### src/rtl/am2940_pkg.sv
// ----------------------------------------------------------------------------
// am2940_pkg
// Shared constants for the Am2940 register/counter core:
//   - 3-bit instruction opcodes (WRCR .. ENCNT)
//   - control-register mode encodings (CR[1:0])
//   - select codes driven to the downstream data-bus mux
// ----------------------------------------------------------------------------
package am2940_pkg;

   // Instruction opcodes
   localparam logic [2:0] WRCR   = 3'd0;
   localparam logic [2:0] RDCR   = 3'd1;
   localparam logic [2:0] RDWC   = 3'd2;
   localparam logic [2:0] RDAC   = 3'd3;
   localparam logic [2:0] REINIT = 3'd4;
   localparam logic [2:0] LDADDR = 3'd5;
   localparam logic [2:0] LDWC   = 3'd6;
   localparam logic [2:0] ENCNT  = 3'd7;

   // CR[1:0] transfer modes
   localparam logic [1:0] MODE_WC_DOWN = 2'd0;  // WC counts down, done at WC==1
   localparam logic [1:0] MODE_WC_CMP  = 2'd1;  // WC counts up, done at WC==WR
   localparam logic [1:0] MODE_AC_CMP  = 2'd2;  // WC counts up, done at AC==WR
   localparam logic [1:0] MODE_NONE    = 2'd3;  // WC counts up, never done

   // Data-bus mux select codes
   localparam logic [1:0] SEL_ADDR = 2'b00;
   localparam logic [1:0] SEL_WORD = 2'b01;
   localparam logic [1:0] SEL_CTRL = 2'b10;

endpackage

### src/rtl/am2940_updown_counter.sv
// ----------------------------------------------------------------------------
// am2940_updown_counter
// Loadable WIDTH-bit up/down counter, wraps modulo 2^WIDTH.
// Ports:
//   clk, rst      : clock, asynchronous active-high reset (clears q)
//   load,load_val : synchronous load, takes priority over counting
//   en, down      : count enable and direction (1 = decrement)
//   q             : current count
//   q_next        : value q will take at the next edge
//   tc            : terminal count (q==0 counting down, q==all-ones up)
// ----------------------------------------------------------------------------
module am2940_updown_counter #(
   parameter int WIDTH = 4
) (
   input  logic             clk,
   input  logic             rst,
   input  logic             load,
   input  logic [WIDTH-1:0] load_val,
   input  logic             en,
   input  logic             down,
   output logic [WIDTH-1:0] q,
   output logic [WIDTH-1:0] q_next,
   output logic             tc
);

   // NOTE: every always_comb output gets a default first so no latch is inferred.
   always_comb begin
      q_next = q;
      if (load)
         q_next = load_val;
      else if (en)
         q_next = down ? q - WIDTH'(1) : q + WIDTH'(1);
   end

   // NOTE: state uses non-blocking assignments; reset is asynchronous so the
   // counter clears even while an ENCNT is in progress.
   always_ff @(posedge clk or posedge rst) begin
      if (rst)
         q <= '0;
      else
         q <= q_next;
   end

   assign tc = down ? (q == '0) : (q == '1);

endmodule

### src/rtl/am2940_counter_core.sv
// ----------------------------------------------------------------------------
// am2940_counter_core
// Register/counter core of the Am2940 DMA address generator slice.
// Holds CR, AR/AC and WR/WC, executes one 3-bit instruction per clock,
// produces DONE and the cascade carries, and drives the data-bus mux.
// Ports:
//   clk, rst     : clock, asynchronous active-high reset
//   instr        : instruction code, sampled every rising edge
//   din          : data bus input for WRCR/LDADDR/LDWC
//   aci, wci     : address / word count enables (carry-in)
//   address_data : AC value         word_data : WC value
//   ctrl_reg_in  : CR value         seld      : mux select (from instr)
//   data_oe      : high for read instructions
//   aco, wco     : address / word carry-borrow out
//   done         : transfer complete
// Build option:
//   AM2940_DONE_REG_EN : register done from next-state values (glitch-free,
//                        same cycle alignment as the combinational version).
// ----------------------------------------------------------------------------
module am2940_counter_core
   import am2940_pkg::*;
#(
   parameter int WIDTH = 4
) (
   input  logic             clk,
   input  logic             rst,
   input  logic [2:0]       instr,
   input  logic [WIDTH-1:0] din,
   input  logic             aci,
   input  logic             wci,
   output logic [WIDTH-1:0] address_data,
   output logic [WIDTH-1:0] word_data,
   output logic [2:0]       ctrl_reg_in,
   output logic [1:0]       seld,
   output logic             data_oe,
   output logic             aco,
   output logic             wco,
   output logic             done
);

   logic [2:0]       cr, cr_next;
   logic [WIDTH-1:0] ar, ar_next;
   logic [WIDTH-1:0] wr, wr_next;
   logic [WIDTH-1:0] ac, ac_next, wc, wc_next;
   logic             ac_tc, wc_tc;
   logic [WIDTH-1:0] wc_src;
   logic             wc_down;

   wire [1:0] mode = cr[1:0];

   function automatic logic done_of(input logic [1:0]       m,
                                    input logic [WIDTH-1:0] ac_v,
                                    input logic [WIDTH-1:0] wc_v,
                                    input logic [WIDTH-1:0] wr_v);
      case (m)
         MODE_WC_DOWN: done_of = (wc_v == WIDTH'(1));
         MODE_WC_CMP:  done_of = (wc_v == wr_v);
         MODE_AC_CMP:  done_of = (ac_v == wr_v);
         default:      done_of = 1'b0;
      endcase
   endfunction

   // Plain registers: CR, AR, WR
   always_comb begin
      cr_next = cr;
      ar_next = ar;
      wr_next = wr;
      case (instr)
         WRCR:    cr_next = din[2:0];
         LDADDR:  ar_next = din;
         LDWC:    wr_next = din;
         default: ;
      endcase
   end

   always_ff @(posedge clk or posedge rst) begin
      if (rst) begin
         cr <= '0;
         ar <= '0;
         wr <= '0;
      end else begin
         cr <= cr_next;
         ar <= ar_next;
         wr <= wr_next;
      end
   end

   // Address counter: LDADDR loads din, REINIT restores AR
   am2940_updown_counter #(.WIDTH(WIDTH)) u_ac (
      .clk      (clk),
      .rst      (rst),
      .load     ((instr == REINIT) || (instr == LDADDR)),
      .load_val ((instr == LDADDR) ? din : ar),
      .en       ((instr == ENCNT) && aci),
      .down     (cr[2]),
      .q        (ac),
      .q_next   (ac_next),
      .tc       (ac_tc)
   );

   // Word counter: only mode 0 loads a count; compare modes start from 0
   assign wc_src  = (instr == LDWC) ? din : wr;
   assign wc_down = (mode == MODE_WC_DOWN);

   am2940_updown_counter #(.WIDTH(WIDTH)) u_wc (
      .clk      (clk),
      .rst      (rst),
      .load     ((instr == REINIT) || (instr == LDWC)),
      .load_val (wc_down ? wc_src : '0),
      .en       ((instr == ENCNT) && wci),
      .down     (wc_down),
      .q        (wc),
      .q_next   (wc_next),
      .tc       (wc_tc)
   );

   // Mux select and read enable follow instr with no latency
   always_comb begin
      case (instr)
         RDCR:    seld = SEL_CTRL;
         RDWC:    seld = SEL_WORD;
         default: seld = SEL_ADDR;
      endcase
   end

   assign data_oe = (instr == RDCR) || (instr == RDWC) || (instr == RDAC);

   assign aco = aci & ac_tc;
   assign wco = wci & wc_tc;

   assign address_data = ac;
   assign word_data    = wc;
   assign ctrl_reg_in  = cr;

`ifdef AM2940_DONE_REG_EN
   // Loaded from next-state values so it lines up with the counter outputs.
   logic done_q;

   always_ff @(posedge clk or posedge rst) begin
      if (rst)
         done_q <= 1'b0;
      else
         done_q <= done_of(cr_next[1:0], ac_next, wc_next, wr_next);
   end

   assign done = done_q;
`else
   assign done = done_of(mode, ac, wc, wr);
`endif

endmodule
### config.mk
export PLATFORM = sky130hd
export DESIGN_NAME = am2940_counter_core
export DESIGN_NICKNAME = d
export VERILOG_FILES = /design/src/rtl/am2940_pkg.sv /design/src/rtl/am2940_updown_counter.sv /design/src/rtl/am2940_counter_core.sv
export SDC_FILE = /design/constraint.sdc
export NUM_CORES = 1
export LEC_CHECK = 0
export CAP_MARGIN = 5
export CORE_ASPECT_RATIO = 0.75
export CORE_MARGIN = 5
export CORE_UTILIZATION = 35
export CTS_CLUSTER_DIAMETER = 30
export DETAILED_ROUTE_END_ITERATION = 8
export DONT_BUFFER_PORTS = 1
export HOLD_SLACK_MARGIN = 0.15
export PLACE_DENSITY = 0.49
export SKIP_CTS_REPAIR_TIMING = 1
export SLEW_MARGIN = 15
export SYNTH_ARGS = -nofsm -noshare
export SYNTH_HDL_FRONTEND = slang
export SYNTH_SLANG_ARGS = --single-unit
### constraint.sdc
create_clock -name clk -period 2.5 [get_ports clk]
set_input_delay 0.375 -clock clk [delete_from_list [all_inputs] [get_ports clk]]
set_output_delay 0.375 -clock clk [all_outputs]
set_load 0.03 [all_outputs]
# Word-level counts from Yosys, hierarchy flattened
# Index checks and enable logic that the tools add are counted.
[totals] inputBits=11 elab_cells=50 reg_bits=19
[op_classes] n_reduce_logical=12 addsub=4 eq_ne=14 n_mux=13 n_bitwise=2
[op_table] op="4-bit 2-to-1 mux" n=9
[op_table] op="3-bit equality test (second input constant)" n=4
[op_table] op="4-bit by 1-bit adder with 4-bit output (second input constant)" n=2
[op_table] op="4-bit equality test" n=2
[op_table] op="4-bit equality test (second input constant)" n=2
[op_table] op="4-bit zero test" n=2
[op_table] op="4-bit by 1-bit subtractor with 4-bit output (second input constant)" n=2
[op_table] op="3-bit by 2-bit equality test with 1-bit output (second input constant)" n=2
[op_table] op="4-bit by 1-bit equality test with 1-bit output (second input constant)" n=1
[op_table] op="1-bit logical OR" n=4
[op_table] op="2-bit one-hot mux with 2 select lines" n=1
[op_table] op="2-bit nonzero test" n=2
[op_table] op="3-bit by 1-bit equality test with 1-bit output (second input constant)" n=1
[op_table] op="3-bit zero test" n=1
[op_table] op="1-bit one-hot mux with 3 select lines" n=1
[op_table] op="1-bit bitwise AND" n=2
[op_table] op="2-bit by 1-bit equality test with 1-bit output (second input constant)" n=1
[op_table] op="2-bit equality test (second input constant)" n=1
[op_table] op="1-bit logical AND" n=2
[op_table] op="2-bit zero test" n=1
[op_table] op="1-bit 2-to-1 mux" n=2

# Logic depth before layout (Yosys ltp)
# Gate-level depths: netlist of run 1.
[depth] ltp_word=4 depth_mapped=8

# Hierarchy
# From an unflattened synthesis of run 1, not the netlist that was laid out.
[hier_totals] hier_cells=140 area_unflattened_um2=1381.3
[by_module_without_submodules] module="am2940_counter_core" area_each_um2=710.7 instances=1 cells_each=62
[by_module_without_submodules] module="am2940_updown_counter" area_each_um2=335.3 instances=2 cells_each=39

# Worst setup path before layout of run 1
# OpenSTA, ideal clock, no wires.
[synth_path] path_kind="reg2out" start="register cr[0] (netlist: ctrl_reg_in[0])" end="output done" path_stages_with_launch=9 arrival_ns=1.974 setup_slack_ns=0.151 path_buffers=1 cell_sequence="dfrtp_1 -> inv_1 -> ha_1 -> clkbuf_1 -> mux2i_1 -> xnor2_1 -> nor3_1 -> a32oi_1 -> nor2_1"
[synth_between] elab_chain_cells=2 word_cells_on_any_way=4 classes_between="2 x eq/ne; 1 x mux; 1 x reduce/logical"
[synth_rtl] item="start, declared" line_no="am2940_counter_core.sv:41" rtl="logic [2:0] cr, cr_next;"
[synth_rtl] item="start signal, assigned" line_no="am2940_counter_core.sv:82" rtl="cr <= cr_next;"
[synth_rtl] item="2-bit equality test (tied with other cells)" line_no="am2940_counter_core.sv:55" rtl="case (m)"
[synth_rtl] item="1-bit one-hot mux with 3 select lines (*)" line_no="am2940_counter_core.sv:55"
[synth_rtl] item="end, declared" line_no="am2940_counter_core.sv:38" rtl="output logic done"
# Mark *: on every way between the ends. The rest lies on a longest branch, timed or not.

# Worst setup path after layout of run 1
# Ends and elaborated chain as after synthesis.

==> results by group, run 1 <==
Worst setup path
  – Crit Path Class: reg2out
  – R2r worst-path depth: 6
  – CP required: ~2.1 ns
  – Worst setup EP type: output pin
  – CP arrival: slightly below 2 ns
  – Largest fanout on the critical path: 4
  – Worst reg2reg path endpoint: u_ac.q[3]$_DFFE_PP0P_
  – Reg2reg setup slack: roughly 0.64 ns
  – R2r startpoint: u_ac.q[1]$_DFFE_PP0P_
  – Startpoint Class: flip-flop

Final layout
  – Final instance area: 1430 sq um
  – Nets: 160
  – Share of layout cells above drive strength 1: 0.181
  – Most frequent cells in the layout: dfrtp_1, nor2_1, nand2_1, inv_1, o21ai_0
  – Core Util, Final: 0.393
  – Most common cell after layout, fill and taps aside: dfrtp_1
  – P&R area growth vs syn: 9.38%
  – N_diodes: 0

Logic synthesis
  – Synth Net Count: approximately 160
  – Post-synthesis sequential area ratio: 0.364
  – Post-Synthesis Cells: about 140
  – Synth unique cells: 38
  – Synth Register Bits: 19
  – Synth warn: 0
  – Syn avg cell area: 9.61 sq um
  – Syn Std Cell Area: roughly 1300 sq um

Status
  – Status: finished, final reports clean

Route
  – DR DRC count: 0
  – Via-per-instance ratio: approximately 5.2
  – 1st-iter DRT viols: 55
  – Final antenna-violating net count: 0
  – Pre-Repair DR Iteration Count: 4
  – DRT Wirelength: 3.06 mm
  – Routed WL per cell: approximately 16 microns
  – Via count: ~1000

Placement
  – RD Place Congestion: 0.747
  – Hpwl dp: around 2.4 mm
  – Placed Instance Area: 1370 sq um
  – I/O Buffers: 0

Pwr
  – Power per cell area: approximately 830 nW/um^2
  – Worst vdd ir: 0.332 mV
  – Logic gate share of total power: 0.326
  – Sw power: 0.000510 W
  – Sw Ratio: 0.429
  – Power share of the clock group: 0.180
  – Internal power: approximately 0.00068 W
  – Flop pwr share: 0.494
  – LEAKAGE: 0.627 nW

STA
  – Unrepaired setup endpoints after global routing: no
  – Setup-failing EPs final: 0
  – Max-slew violation count: 0
  – Hold Fails Final Rpt: 0
  – Relative slew slack: 0.512
  – Final worst path period share: 0.936
  – Setup Skew: ~0.00092 ns
  – Worst hold margin: approximately 0.12 ns
  – Worst Tran Pin Value: about 0.73 ns
  – Crit path time final: 2.34 ns
  – Fmax: 427 MHz

Job
  – # Max-Cap Violations: 0

Floorplan
  – Core ar.: 3640 sq um
  – Ports: 28
  – Die area: 5070 sq um
  – Die Wd: roughly 81 microns
  – Rows: 19
  – Chip Height: between 60 and 70 microns
  – Initial Utilization: 0.359

CTS
  – CTS Sinks: 19
  – Longest Clk Path Bufs: 2
  – CTS buffer count: 3
  – Clk pin slew, worst setup/hold paths: around 0.07 ns
  – Root buf cell: clkbuf_8
  – Clk_lat worst skew: ~0.26 ns
  – CTS tree: yes
  – H-tree levels: 1

Global route
  – Total track usage: 0.127
  – Initial antenna violation count: 0
  – Vias in the first global route: approximately 950
  – Largest net degree at the start of global routing: 20
  – Grt ovf: 0
  – Global-route wire length before repair: 4.97 mm

Min path
  – Hold/Removal Path Class: in2async
flip-flops by register name, summed over array words and instances (netlist names):
name and cells:
ar 4, ctrl_reg_in 3, u_ac.q 4, u_wc.q 4, wr 4
worst max-delay path, stage by stage, from the launching register on:
cell and delay, ns:
dfrtp_2 0.49, inv_2 0.12, ha_4 0.18, mux2i_2 0.24
xnor2_1 0.09, nor3_1 0.19, a32oi_1 0.13, nor2_1 0.09
buf_4 0.16
cell families (layout without fill, tap and decap cells):
family	Yosys count	count (layout)	synth area share
fa+ha+maj	10	10	0.101
flops	19	19	0.364
mux	15	15	0.125
simple gates	43	43	0.172
xor+xnor	6	6	0.0402
buf+inv	17	19	0.0632
compound gates	26	26	0.134
cell usage after synthesis:
cell | count | area, sq um
buf_4 | 3 | 22.5
a21boi_0 | 1 | 7.51
nor3_1 | 2 | 10.0
o31ai_1 | 1 | 7.51
inv_1 | 10 | 37.5
o311ai_0 | 1 | 8.76
or2_2 | 1 | 6.26
o211ai_1 | 1 | 7.51
nand4_1 | 2 | 12.5
fa_1 | 1 | 20.0
nand2_1 | 9 | 33.8
nor2b_4 | 1 | 13.8
o2bb2ai_1 | 1 | 8.76
nand3_1 | 5 | 25.0
nand2_4 | 1 | 11.3
buf_6 | 1 | 11.3
o22a_1 | 1 | 8.76
o32a_1 | 1 | 10.0
a22o_1 | 1 | 8.76
mux2i_1 | 7 | 70.1
ha_1 | 9 | 113
dfrtp_1 | 19 | 475
a21oi_1 | 4 | 20.0
o21ai_0 | 9 | 45.0
nor3b_1 | 2 | 15.0
nor2_1 | 12 | 45.0
mux2_4 | 1 | 15.0
xor2_1 | 2 | 17.5
a21o_1 | 2 | 15.0
xnor2_1 | 4 | 35.0
mux2_2 | 7 | 78.8
clkbuf_1 | 3 | 11.3
o311a_1 | 1 | 10.0
nor2b_1 | 2 | 12.5
nand4b_1 | 1 | 8.76
nand2b_1 | 4 | 25.0
nor4_1 | 1 | 6.26
a32oi_1 | 2 | 17.5
worst max path at each step:
stage                     endpoint  cells past startpoint  slack [ns]                  startpoint
final                         done                      8        0.16  ctrl_reg_in[0]$_DFFE_PP0N_
after global routing          done                      8        0.02  ctrl_reg_in[0]$_DFFE_PP0N_
after CTS                     done                      8       -0.04  ctrl_reg_in[0]$_DFFE_PP0N_
after detailed placement      done                      8        0.26  ctrl_reg_in[0]$_DFFE_PP0N_
after global placement        done                      8        0.33  ctrl_reg_in[0]$_DFFE_PP0N_
after floorplan               done                      8        0.15  ctrl_reg_in[0]$_DFFE_PP0N_
metrics by stage:
stage	TNS (ns)	power, W	cells	worst slack [ns]
after floorplan	0	0.000876	136	0.151
after global placement	0	0.000961	186	0.328
after detailed placement	0	0.000968	186	0.263
after CTS	-0.0400	0.00118	190	-0.0400
after global routing	0	0.00127	190	0.0158
final	0	0.00119	190	0.160
final cells by class:
cell class / instances / area [sq um]
multi-input combinational: 100 / 766
sequential: 19 / 478
inverter: 10 / 37.5
timing repair buffer: 5 / 37.5
tap: 52 / 65.1
clock inverter: 1 / 5.00
fill: 363 / 2210
clock buffer: 3 / 41.3
power groups by stage:
stage | registers (W) | clock network (W) | logic, W
detailed placement | 0.000591 | 0 | 0.000377
CTS | 0.000585 | 0.000219 | 0.000380
global placement | 0.000588 | 0 | 0.000373
global route | 0.000601 | 0.000235 | 0.000437
floorplan | 0.000543 | 0 | 0.000333
finish | 0.000587 | 0.000214 | 0.000387
per-layer routing:
| metal | track usage | vias to the layer above | wire length, microns | share of wire |
|---|---|---|---|---|
| li1 | - | 478 | - | - |
| met4 | 0.0253 | 0 | 17 | 0.0056 |
| met5 | 0 | - | 0 | 0 |
| met1 | 0.187 | 479 | 1550 | 0.50 |
| met2 | 0.168 | 23 | 1260 | 0.41 |
| met3 | 0.0591 | 2 | 235 | 0.077 |
Power figures use the tool's default switching activity.
==> run 2: changes to the inputs <==
Settings changed: GPL_ROUTABILITY_DRIVEN from default to 0, SYNTH_HIERARCHICAL from default to 1.
Clock period 2.5 ns to 2.65 ns, I/O delays scaled along.
==> run 2 against run 1 <==
Net effect:
- highest routed layer unchanged
- sequential power down 13%
- global-route usage down 0.28 points
- cell area up 7.1%
- first-iteration DRC count down 31%
- combinational power up 24%
- clock skew up 0.0053 ns
==> results by group, run 2 <==
CTS
  – CTS tree: yes
  – Root buf cell: clkbuf_8
  – H-tree levels: 1
  – CTS Sinks: 19
  – Clk_lat worst skew: 0.26 ns
  – Clk pin slew, worst setup/hold paths: roughly 0.07 ns
  – CTS buffer count: 3
  – Longest Clk Path Bufs: 2

STA
  – Unrepaired setup endpoints after global routing: no
  – Max-slew violation count: 0
  – Relative slew slack: 0.545
  – Setup-failing EPs final: 0
  – Worst Tran Pin Value: roughly 0.7 ns
  – Worst hold margin: approximately 0.28 ns
  – Fmax: 394 MHz
  – Crit path time final: roughly 2.5 ns
  – Final worst path period share: 0.957
  – Setup Skew: 0.00625 ns
  – Hold Fails Final Rpt: 0

Logic synthesis
  – Synth top area cells: dfrtp_1, ha_1, mux2i_1
  – Synth Net Count: between 150 and 200
  – Post-synthesis sequential area ratio: 0.344
  – Main synth FF type: dfrtp_1
  – Syn avg cell area: ~10 sq um
  – Post-synth EDFFs: 0
  – Count leader, synth: dfrtp_1
  – Ys async rst share: 1.00
  – Area leader, netlist: dfrtp_1
  – Synth top cells by count: dfrtp_1, nand2_1, inv_1, o21ai_0, ha_1
  – Synth warn: 6
  – Syn Std Cell Area: around 1400 sq um
  – Synth Register Bits: 19
  – Post-Synthesis Cells: between 100 and 150
  – Area share of the largest cell type after synthesis: 0.344
  – Synth unique cells: 34

Pwr
  – Power share of the clock group: 0.169
  – Sw Ratio: 0.429
  – Flop pwr share: 0.430
  – Worst vdd ir: around 0.39 mV
  – Sw power: slightly above 0.0005 W
  – Logic gate share of total power: 0.401
  – LEAKAGE: ~0.65 nW
  – Internal power: a little under 0.0007 W
  – Power per cell area: slightly below 800 nW/um^2

Route
  – Routed WL per cell: roughly 16 microns
  – 1st-iter DRT viols: 38
  – DR DRC count: 0
  – Via count: about 1.0k
  – DRT Wirelength: around 3.2 mm
  – Via-per-instance ratio: around 5.2
  – Final antenna-violating net count: 0
  – Pre-Repair DR Iteration Count: 4

Worst setup path
  – Critical path cell sequence: inv_1 -> ha_1 -> buf_4 -> or4_1 -> o21ai_1 -> and2_1
  – CP startpoint: ctrl_reg_in[0]$_DFFE_PP0N_
  – CP arrival: about 2.1 ns
  – R2r startpoint: ctrl_reg_in[0]$_DFFE_PP0N_
  – Worst setup EP type: output pin
  – CP required: roughly 2.3 ns
  – Crit Path Class: reg2out
  – R2r worst-path depth: 7
  – Startpoint Class: flip-flop
  – Critical-path top delay cell: dfrtp_2
  – Max incr delay on CP: 0.47 ns
  – Reg2reg setup slack: between 0.7 and 0.8 ns
  – Crit path capture: wco
  – Largest fanout on the critical path: 12
  – Worst reg2reg path endpoint: u_wc/q[3]$_DFF_PP0_

Global route
  – Grt ovf: 0
  – Global-route wire length before repair: between 5 and 6 mm
  – Largest net degree at the start of global routing: 13
  – Initial antenna violation count: 0
  – Vias in the first global route: ~1.0k
  – Total track usage: 0.125

Final layout
  – P&R area growth vs syn: 10.9%
  – N_diodes: 0
  – Fillers: 394
  – Nets: approximately 170
  – Share of layout cells above drive strength 1: 0.184
  – Core Util, Final: 0.410
  – Most common cell after layout, fill and taps aside: dfrtp_1
  – Final instance area: about 1500 sq um
  – Most frequent cells in the layout: dfrtp_1, nand2_1, inv_1, o21ai_0, buf_4

Floorplan
  – Core ar.: between 3000 and 4000 sq um
  – Die Wd: around 83 microns
  – Ports: 28
  – Die area: ~5300 sq um
  – Chip Height: 64.4 microns
  – Rows: 19
  – Initial Utilization: 0.370

Placement
  – Hpwl dp: ~2.6 mm
  – I/O Buffers: 0
  – Placed Instance Area: around 1500 sq um

Min path
  – Hold/Removal Path Class: in2reg

Job
  – # Max-Cap Violations: 0

Status
  – Status: finished, final reports clean
[run 2: cell count changes in the layout (fill, tap and decap cells not counted), sizes merged, moves of 3 or more]
cell	before	now
nand3b	0	6
o21ai	9	13
and2	0	6
nand2b	4	0
or4	0	4
nor2	12	4
buf	5	8
[run 2: kinds of logic after synthesis]
group,Yosys count,synth area share
simple gates,51,0.244
fa+ha+maj,9,0.0924
xor+xnor,8,0.0507
mux,15,0.128
buf+inv,17,0.0525
compound gates,21,0.0888
flops,19,0.344
[run 2: layer usage]
metal / global-route usage / vias to the layer above / part of all wire
met5: 0 / - / 0
met4: 0.0184 / 0 / 0.0034
met3: 0.0421 / 2 / 0.068
met2: 0.188 / 23 / 0.43
met1: 0.176 / 512 / 0.50
li1: - / 506 / -
[run 2: final cells by class]
type / instances / area [sq um] / area share
clock buffer: 4 / 45.0 / 0.0294
inverter: 11 / 41.3 / 0.0270
multi-input combinational: 104 / 833 / 0.544
sequential: 19 / 477 / 0.311
tap: 52 / 65.1 / 0.0425
timing repair buffer: 9 / 70.1 / 0.0458
[run 2: how the worst min path moves through the flow]
stage	depth (start not counted)	end	from	slack [ns]
6_report	2	ctrl_reg_in[0]$_DFFE_PP0N_	din[0]	0.28
5_1_grt	2	ctrl_reg_in[1]$_DFFE_PP0N_	din[1]	0.27
4_1_cts	1	u_wc/q[3]$_DFF_PP0_	rst	-0.1
3_5_place_dp	1	u_wc/q[3]$_DFF_PP0_	rst	0.18
3_3_place_gp	1	u_wc/q[3]$_DFF_PP0_	rst	0.18
2_1_floorplan	1	u_ac/q[0]$_DFF_PP0_	rst	0.16
[run 2: critical path, delay by kind of cell (launching register included)]
family / cells / cell delay, ns
flip-flops: 1 / 0.47
adder cells (fa/ha/maj): 1 / 0.22
buffers and inverters: 2 / 0.28
AND/OR/NAND/NOR: 2 / 0.80
AO/OA/AOI/OAI: 1 / 0.11
[run 2: stage by stage]
step	TNS [ns]	power, W	instances	setup slack [ns]
2_1_floorplan	0	0.000860	140	0.118
3_3_place_gp	0	0.000987	194	0.342
3_5_place_dp	0	0.00100	194	0.280
4_1_cts	-0.00272	0.00120	198	-0.00272
5_1_grt	0	0.00128	199	0.0232
6_report	0	0.00119	199	0.115
[run 2: power groups by stage]
stage	sequential (W)	clock (W)	combinational (W)
after floorplan	0.000533	0	0.000328
after global placement	0.000518	0	0.000470
after detailed placement	0.000521	0	0.000479
after CTS	0.000516	0.000207	0.000481
after global routing	0.000526	0.000221	0.000530
final	0.000513	0.000201	0.000479
